$ cat config.mk
export PLATFORM = sky130hd
export DESIGN_NAME = data_mem_rsp
export DESIGN_NICKNAME = d
export VERILOG_FILES = /design/src/rtl/cpu_pkg.sv /design/src/rtl/dmem_ram.sv /design/src/rtl/data_mem_rsp.sv
export SDC_FILE = /design/constraint.sdc
export NUM_CORES = 1
export LEC_CHECK = 0
export ABC_AREA = 1
export CAP_MARGIN = 20
export CORE_ASPECT_RATIO = 0.6
export CORE_MARGIN = 2
export CORE_UTILIZATION = 35
export DETAILED_ROUTE_END_ITERATION = 7
export PLACE_DENSITY = 0.55
export SLEW_MARGIN = 15
export SYNTH_ARGS = -nofsm -noshare
export SYNTH_HDL_FRONTEND = slang
export SYNTH_SLANG_ARGS = --single-unit
$ cat constraint.sdc
create_clock -name clk -period 3.3 [get_ports clk]
set_clock_uncertainty 0.05 [all_clocks]
set_input_delay 0.66 -clock clk [delete_from_list [all_inputs] [get_ports clk]]
set_output_delay 0.66 -clock clk [all_outputs]
set_load 0.05 [all_outputs]
$ cat src/rtl/cpu_pkg.sv
// Shared constants for the data-memory responder: MMIO map, target-select
// encoding, read FSM states and the request address decoder.
package cpu_pkg;

   localparam logic [31:0] MMIO_BASE   = 32'hFFFF_0000;
   localparam logic [31:0] OUT_REG_OFS = 32'd0;
   localparam logic [31:0] SW_REG_OFS  = 32'd4;

   typedef enum logic [1:0] {
      TGT_RAM  = 2'd0,
      TGT_OUT  = 2'd1,
      TGT_SW   = 2'd2,
      TGT_NONE = 2'd3
   } tgt_e;

   typedef enum logic [1:0] {
      IDLE    = 2'd0,
      RD_WAIT = 2'd1,
      RESP    = 2'd2
   } state_e;

   // Range check uses the full address, so nothing above the RAM aliases into it.
   function automatic tgt_e decode(input logic [31:0] addr,
                                   input int unsigned aw,
                                   input logic [31:0] base);
      logic [31:0] word_addr;
      word_addr = {addr[31:2], 2'b00};
      if ((addr >> (aw + 2)) == 32'd0)
         return TGT_RAM;
      else if (word_addr == base + OUT_REG_OFS)
         return TGT_OUT;
      else if (word_addr == base + SW_REG_OFS)
         return TGT_SW;
      else
         return TGT_NONE;
   endfunction

endpackage

$ cat src/rtl/dmem_ram.sv
// Single-port synchronous word RAM with registered read, written so that
// FPGA tools infer block RAM. Contents are intentionally not reset.
module dmem_ram #(
   parameter int ADDR_WIDTH = 5
) (
   input  logic                  clk,
   input  logic                  we,
   input  logic [ADDR_WIDTH-1:0] addr,
   input  logic [31:0]           d,
   output logic [31:0]           q
);

   logic [31:0] mem [2**ADDR_WIDTH];

   always_ff @(posedge clk) begin
      if (we)
         mem[addr] <= d;
      q <= mem[addr];
   end

endmodule

$ cat src/rtl/data_mem_rsp.sv
// Load/store responder: single-cycle writes, fixed two-cycle read latency
// from word RAM, display output register and synchronized switch inputs.
module data_mem_rsp #(
   parameter int          ADDR_WIDTH = 5,
   parameter logic [31:0] MMIO_BASE  = cpu_pkg::MMIO_BASE
) (
   input  logic        clk,
   input  logic        rst_n,
   input  logic        req_valid,
   input  logic        req_we,
   input  logic [31:0] req_addr,
   input  logic [31:0] req_wdata,
   output logic        req_ready,
   output logic        rsp_valid,
   output logic [31:0] rsp_rdata,
   input  logic        rsp_ready,
   input  logic [15:0] sw_in,
   output logic [15:0] data_out
);

   import cpu_pkg::*;

   state_e      state_q;
   tgt_e        tgt_q;
   tgt_e        req_tgt;
   logic [31:0] rsp_rdata_q;
   logic [15:0] data_out_q;
   logic [15:0] data_out_d;
   logic [15:0] sw_meta_q;
   logic [15:0] sw_sync_q;
   logic [31:0] ram_q;
   logic [31:0] rd_mux;
   logic        accept;
   logic        ram_we;

   assign req_tgt   = decode(req_addr, ADDR_WIDTH, MMIO_BASE);
   assign req_ready = (state_q == IDLE);
   assign rsp_valid = (state_q == RESP);
   assign rsp_rdata = rsp_rdata_q;
   assign data_out  = data_out_q;
   assign accept    = req_valid & req_ready;
   assign ram_we    = accept & req_we & (req_tgt == TGT_RAM);

   dmem_ram #(
      .ADDR_WIDTH (ADDR_WIDTH)
   ) u_ram (
      .clk  (clk),
      .we   (ram_we),
      .addr (req_addr[ADDR_WIDTH+1:2]),
      .d    (req_wdata),
      .q    (ram_q)
   );

   always_comb begin
      data_out_d = data_out_q;
      if (accept && req_we && (req_tgt == TGT_OUT))
         data_out_d = req_wdata[15:0];
   end

   always_comb begin
      rd_mux = 32'h0;
      case (tgt_q)
         TGT_RAM:  rd_mux = ram_q;
         TGT_OUT:  rd_mux = {16'h0, data_out_q};
         TGT_SW:   rd_mux = {16'h0, sw_sync_q};
         default:  rd_mux = 32'h0;
      endcase
   end

   always_ff @(posedge clk or negedge rst_n) begin
      if (!rst_n) begin
         data_out_q <= 16'h0;
         sw_meta_q  <= 16'h0;
         sw_sync_q  <= 16'h0;
      end else begin
         data_out_q <= data_out_d;
         sw_meta_q  <= sw_in;
         sw_sync_q  <= sw_meta_q;
      end
   end

   // The RAM q captured at the accept edge is valid throughout RD_WAIT.
   always_ff @(posedge clk or negedge rst_n) begin
      if (!rst_n) begin
         state_q     <= IDLE;
         tgt_q       <= TGT_NONE;
         rsp_rdata_q <= 32'h0;
      end else begin
         case (state_q)
            IDLE: begin
               if (accept && !req_we) begin
                  tgt_q   <= req_tgt;
                  state_q <= RD_WAIT;
               end
            end
            RD_WAIT: begin
               rsp_rdata_q <= rd_mux;
               state_q     <= RESP;
            end
            RESP: begin
               if (rsp_ready)
                  state_q <= IDLE;
            end
            default: state_q <= IDLE;
         endcase
      end
   end

endmodule
==> out/metrics.csv <==
stage;metric;value;unit
detailed_routing;detail_route.vias_per_cell;4.79;
min_path;min_path_type;reg2reg;
die;coreArea;131000;sq um
synthesis;synth_area_leader_cell;sky130_fd_sc_hd__edfxtp_1;
timing;grt_setup_unrepaired;false;
clocking;postCtsSetupRepairBufs;0;
worst_setup_path;rr_endpoint;u_ram.mem[5][8];
timing;finalHoldViolCount;0;
clocking;cts_tree;yes;
final_layout;syn_to_final_growth;18.4;%
clocking;clock-root-buffer;sky130_fd_sc_hd__clkbuf_16;
clocking;clock_sink_count;1140;
timing;max_freq;0.350;GHz
detailed_routing;drt-total-wl;132000;um
worst_setup_path;worst_setup_path_startpoint;state_q[0];
timing;setup_tns;0;ns
power_and_ir_drop;clockPowerShare;0.406;
synthesis;synthMuxAreaShare;0;
synthesis;synth_area_in_adders;0;
timing;fin_crit;2.85;ns
global_route;grt_max_degree;113;
detailed_routing;number_of_nets_with_antenna_violations_after_detailed_routing;0;
worst_setup_path;critical_path.reg2reg.startpoint;state_q[1];
power_and_ir_drop;sw_frac;0.236;
worst_setup_path;regToRegSetupSlack;0.96;ns
synthesis;synthesis.area_per_instance;10.4;sq um
timing;final_max_slew_viol_count;0;
timing;worst_slew_slack_as_a_fraction_of_its_limit;0.433;
detailed_routing;dr_total_vias;30900;
power_and_ir_drop;switching_power;7.33;mW
outcome;violations;DRC;
placed_design;gp_congestion;0.789;
global_route;globalRouteOverflowTotal;0;
synthesis;synth_warnings;0;
synthesis;ys_types;21;
synthesis;yosys.cell_count.top_type;sky130_fd_sc_hd__nand2_1;
detailed_routing;drt_iter0_markers;3105;
synthesis;synth_enable_flop_cells;1024;
placed_design;numPortBuffers;132;
worst_setup_path;cp.required;2.59;ns
synthesis;post_synthesis_async_set_or_reset_flop_share;0.0737;
synthesis;synthesized_flop_and_latch_total;1140;
worst_setup_path;endpoint;rsp_valid;
synthesis;synth_top_flop_cell;sky130_fd_sc_hd__edfxtp_1;
worst_setup_path;rr_worst_depth;7;
worst_setup_path;critPathArrivalTime;2.14;ns
die;fp.dieArea;135000;sq um
die;floorplan.initialDensity;0.352;
die;number_of_top_level_pins;135;
synthesis;synth_cells;4429;
final_layout;final-instance-count-excl-fill;6454;
final_layout;seq_area;33500;sq um
synthesis;synth_compound_gate_area_share;0.000108;
timing;tightestPinTransition;0.847;ns
synthesis;cell_types_with_the_largest_area_share_after_synthesis;sky130_fd_sc_hd__edfxtp_1 (67%), sky130_fd_sc_hd__nand2_1 (23%), sky130_fd_sc_hd__dfrtp_1 (4.4%);
clocking;clkLatencyLatePin;0.72;ns
die;num_rows;103;
clocking;clock_path_buffers;3;
clocking;cts_buffers;104;
power_and_ir_drop;power.combinational.fraction;0.079;
final_layout;fillerInstances;12600;
timing;setup-violations-final;0;
detailed_routing;first_pass_iters;8;
power_and_ir_drop;total_leakage_power;22.4;nW
die;die_x;473;um
job;timing.max_cap.violations;0;
synthesis;postSynthNetCount;4514;
die;floorplan.die.height;285;um
synthesis;mappedNetlistArea;46100;sq um
synthesis;synth.cells.most_frequent;sky130_fd_sc_hd__nand2_1 (2820), sky130_fd_sc_hd__edfxtp_1 (1024), sky130_fd_sc_hd__nor2_1 (127), sky130_fd_sc_hd__clkbuf_1 (123), sky130_fd_sc_hd__dfrtp_1 (82);
global_route;grt_pass1_vias;28600;
placed_design;dp.final_hpwl;78500;um
detailed_routing;avg_wl_per_cell;20.4;um
clocking;htreeDepth;3;
global_route;number_of_antenna_violations_at_the_first_check_in_global_routing;3;
detailed_routing;drt_drc_violations_left;1;
synthesis;combinational_family_with_the_most_area_after_synthesis;simple AND/OR/NAND/NOR gates;
worst_setup_path;worstSetupPathType;reg2out;
synthesis;proportion_of_synthesized_chip_area_in_sequential_cells;0.726;
synthesis;synthDominantCellAreaShare;0.666;
synthesis;xor_xnor_share_of_the_synthesized_area;0;
worst_setup_path;critical_path.max_fanout;2;
placed_design;placed_instances;6255;
timing;period_share;0.865;
global_route;grt_pass1_wl;195000;um
clocking;path_clk_slew;0.07;ns
worst_setup_path;cp-end-kind;output port;
synthesis;synth_simple_gate_area_share;0.252;
final_layout;final_net_count;4715;
min_path;worst_hold_path_stage_count;0;
power_and_ir_drop;vdd.ir_drop.worst;0.429;mV
global_route;grtUsageTotal;0.195;
final_layout;drive_gt1_frac;0.0824;
power_and_ir_drop;power.density_cell_area;569;nW/um^2
power_and_ir_drop;internal-power;23.8;mW
final_layout;footprint_of_the_multi_input_gates;11900;sq um
outcome;outcome;finished, violations left;
power_and_ir_drop;pwr-share-seq;0.515;
clocking;post_cts.resized_instances;0;
worst_setup_path;crit_path_start_kind;flip-flop;
layout make-up:
class                           instances  share of cell area
Sequential cell                      1140               0.613
Multi-Input combinational cell       3047               0.219
Timing Repair Buffer                  301              0.0618
Clock buffer                          142              0.0530
Tap cell                             1732              0.0397
Clock inverter                         55              0.0113
Inverter                               36             0.00275
Antenna cell                            1           0.0000458
per-layer routing:
layer | global-route usage | up-vias | share of wire
met1 | 0.313 | 15100 | 0.50
li1 | - | 14800 | -
met4 | 0.0330 | 0 | 0.012
met5 | 0 | - | 0
met2 | 0.279 | 943 | 0.42
met3 | 0.0293 | 118 | 0.068
what timing repair did:
action	4_1_cts	5_1_grt
hold buffers	1	0
setup endpoints to repair	0	0
endpoints found under the hold margin	44	0
power by group through the flow:
stage                     Combinational [mW]  Sequential [mW]  Clock [mW]
after detailed placement                2.45             16.3           0
after floorplan                        0.987             16.6           0
after CTS                               2.46             16.0        12.8
after global routing                    2.68             16.0        13.4
after global placement                  2.45             16.3           0
final                                   2.44             16.0        12.6
state kept, by name, indices dropped and copies added (netlist names):
name and flops:
data_out 16, rsp_rdata 32, state_q 2, sw_meta_q 16, sw_sync_q 16, tgt_q 2, u_ram.mem 1024, u_ram.q 32
per-stage QoR:
stage          power (mW)  area (sq um)  utilization  hold slack (ns)  setup WS (ns)
6_report             31.1         54600        0.416            0.292          0.447
2_1_floorplan        17.6         46100            -            0.281         -0.411
4_1_cts              31.3         54600        0.416            0.279          0.403
3_3_place_gp         18.8         51100        0.390            0.284          0.371
5_1_grt              32.1         54600        0.416            0.301          0.344
3_5_place_dp         18.8         51100        0.390            0.286          0.332
worst max-delay path, stage by stage (launching register included):
cell	delay, ns
sky130_fd_sc_hd__dfrtp_1	0.39
sky130_fd_sc_hd__inv_1	0.11
sky130_fd_sc_hd__nand2_1	0.07
sky130_fd_sc_hd__inv_1	0.05
sky130_fd_sc_hd__clkdlybuf4s50_1	0.80
how the worst min path moves through the flow:
stage / start / to
after detailed placement: sw_meta_q[5] / sw_sync_q[5]
after floorplan: sw_meta_q[0] / sw_sync_q[0]
after global placement: sw_meta_q[6] / sw_sync_q[6]
after CTS: sw_in[3] / sw_meta_q[3]
final: sw_meta_q[6] / sw_sync_q[6]
after global routing: sw_in[4] / sw_meta_q[4]
kinds of logic (layout without fill, tap and decap cells):
| family | count (synthesis) | count (layout) |
|---|---|---|
| AND/OR/NAND/NOR | 3046 | 3046 |
| flip-flops | 1140 | 1140 |
| buffers and inverters | 242 | 534 |
| AO/OA/AOI/OAI | 1 | 1 |
| other | 0 | 1 |
placed cells by master (no fill, tap or decap), types with 3 or more instances in the layout:
| master | instances |
|---|---|
| sky130_fd_sc_hd__inv_6 | 5 |
| sky130_fd_sc_hd__inv_2 | 6 |
| sky130_fd_sc_hd__nor2_1 | 91 |
| sky130_fd_sc_hd__nand3_1 | 71 |
| sky130_fd_sc_hd__nand4_1 | 16 |
| sky130_fd_sc_hd__clkbuf_1 | 24 |
| sky130_fd_sc_hd__clkbuf_4 | 4 |
| sky130_fd_sc_hd__bufinv_16 | 13 |
| sky130_fd_sc_hd__inv_1 | 28 |
| sky130_fd_sc_hd__buf_4 | 107 |
| sky130_fd_sc_hd__clkbuf_16 | 107 |
| sky130_fd_sc_hd__buf_12 | 62 |
| sky130_fd_sc_hd__clkinv_1 | 11 |
| sky130_fd_sc_hd__clkdlybuf4s50_1 | 129 |
| sky130_fd_sc_hd__clkinvlp_4 | 3 |
| sky130_fd_sc_hd__clkbuf_8 | 7 |
| sky130_fd_sc_hd__dfrtp_1 | 82 |
| sky130_fd_sc_hd__nand2_1 | 2820 |
| sky130_fd_sc_hd__clkinv_2 | 21 |
| sky130_fd_sc_hd__edfxtp_1 | 1024 |
| sky130_fd_sc_hd__nor3_4 | 6 |
| sky130_fd_sc_hd__nor2_4 | 38 |
| sky130_fd_sc_hd__dfxtp_1 | 32 |
Note: power is estimated with default switching activity, not from simulation.
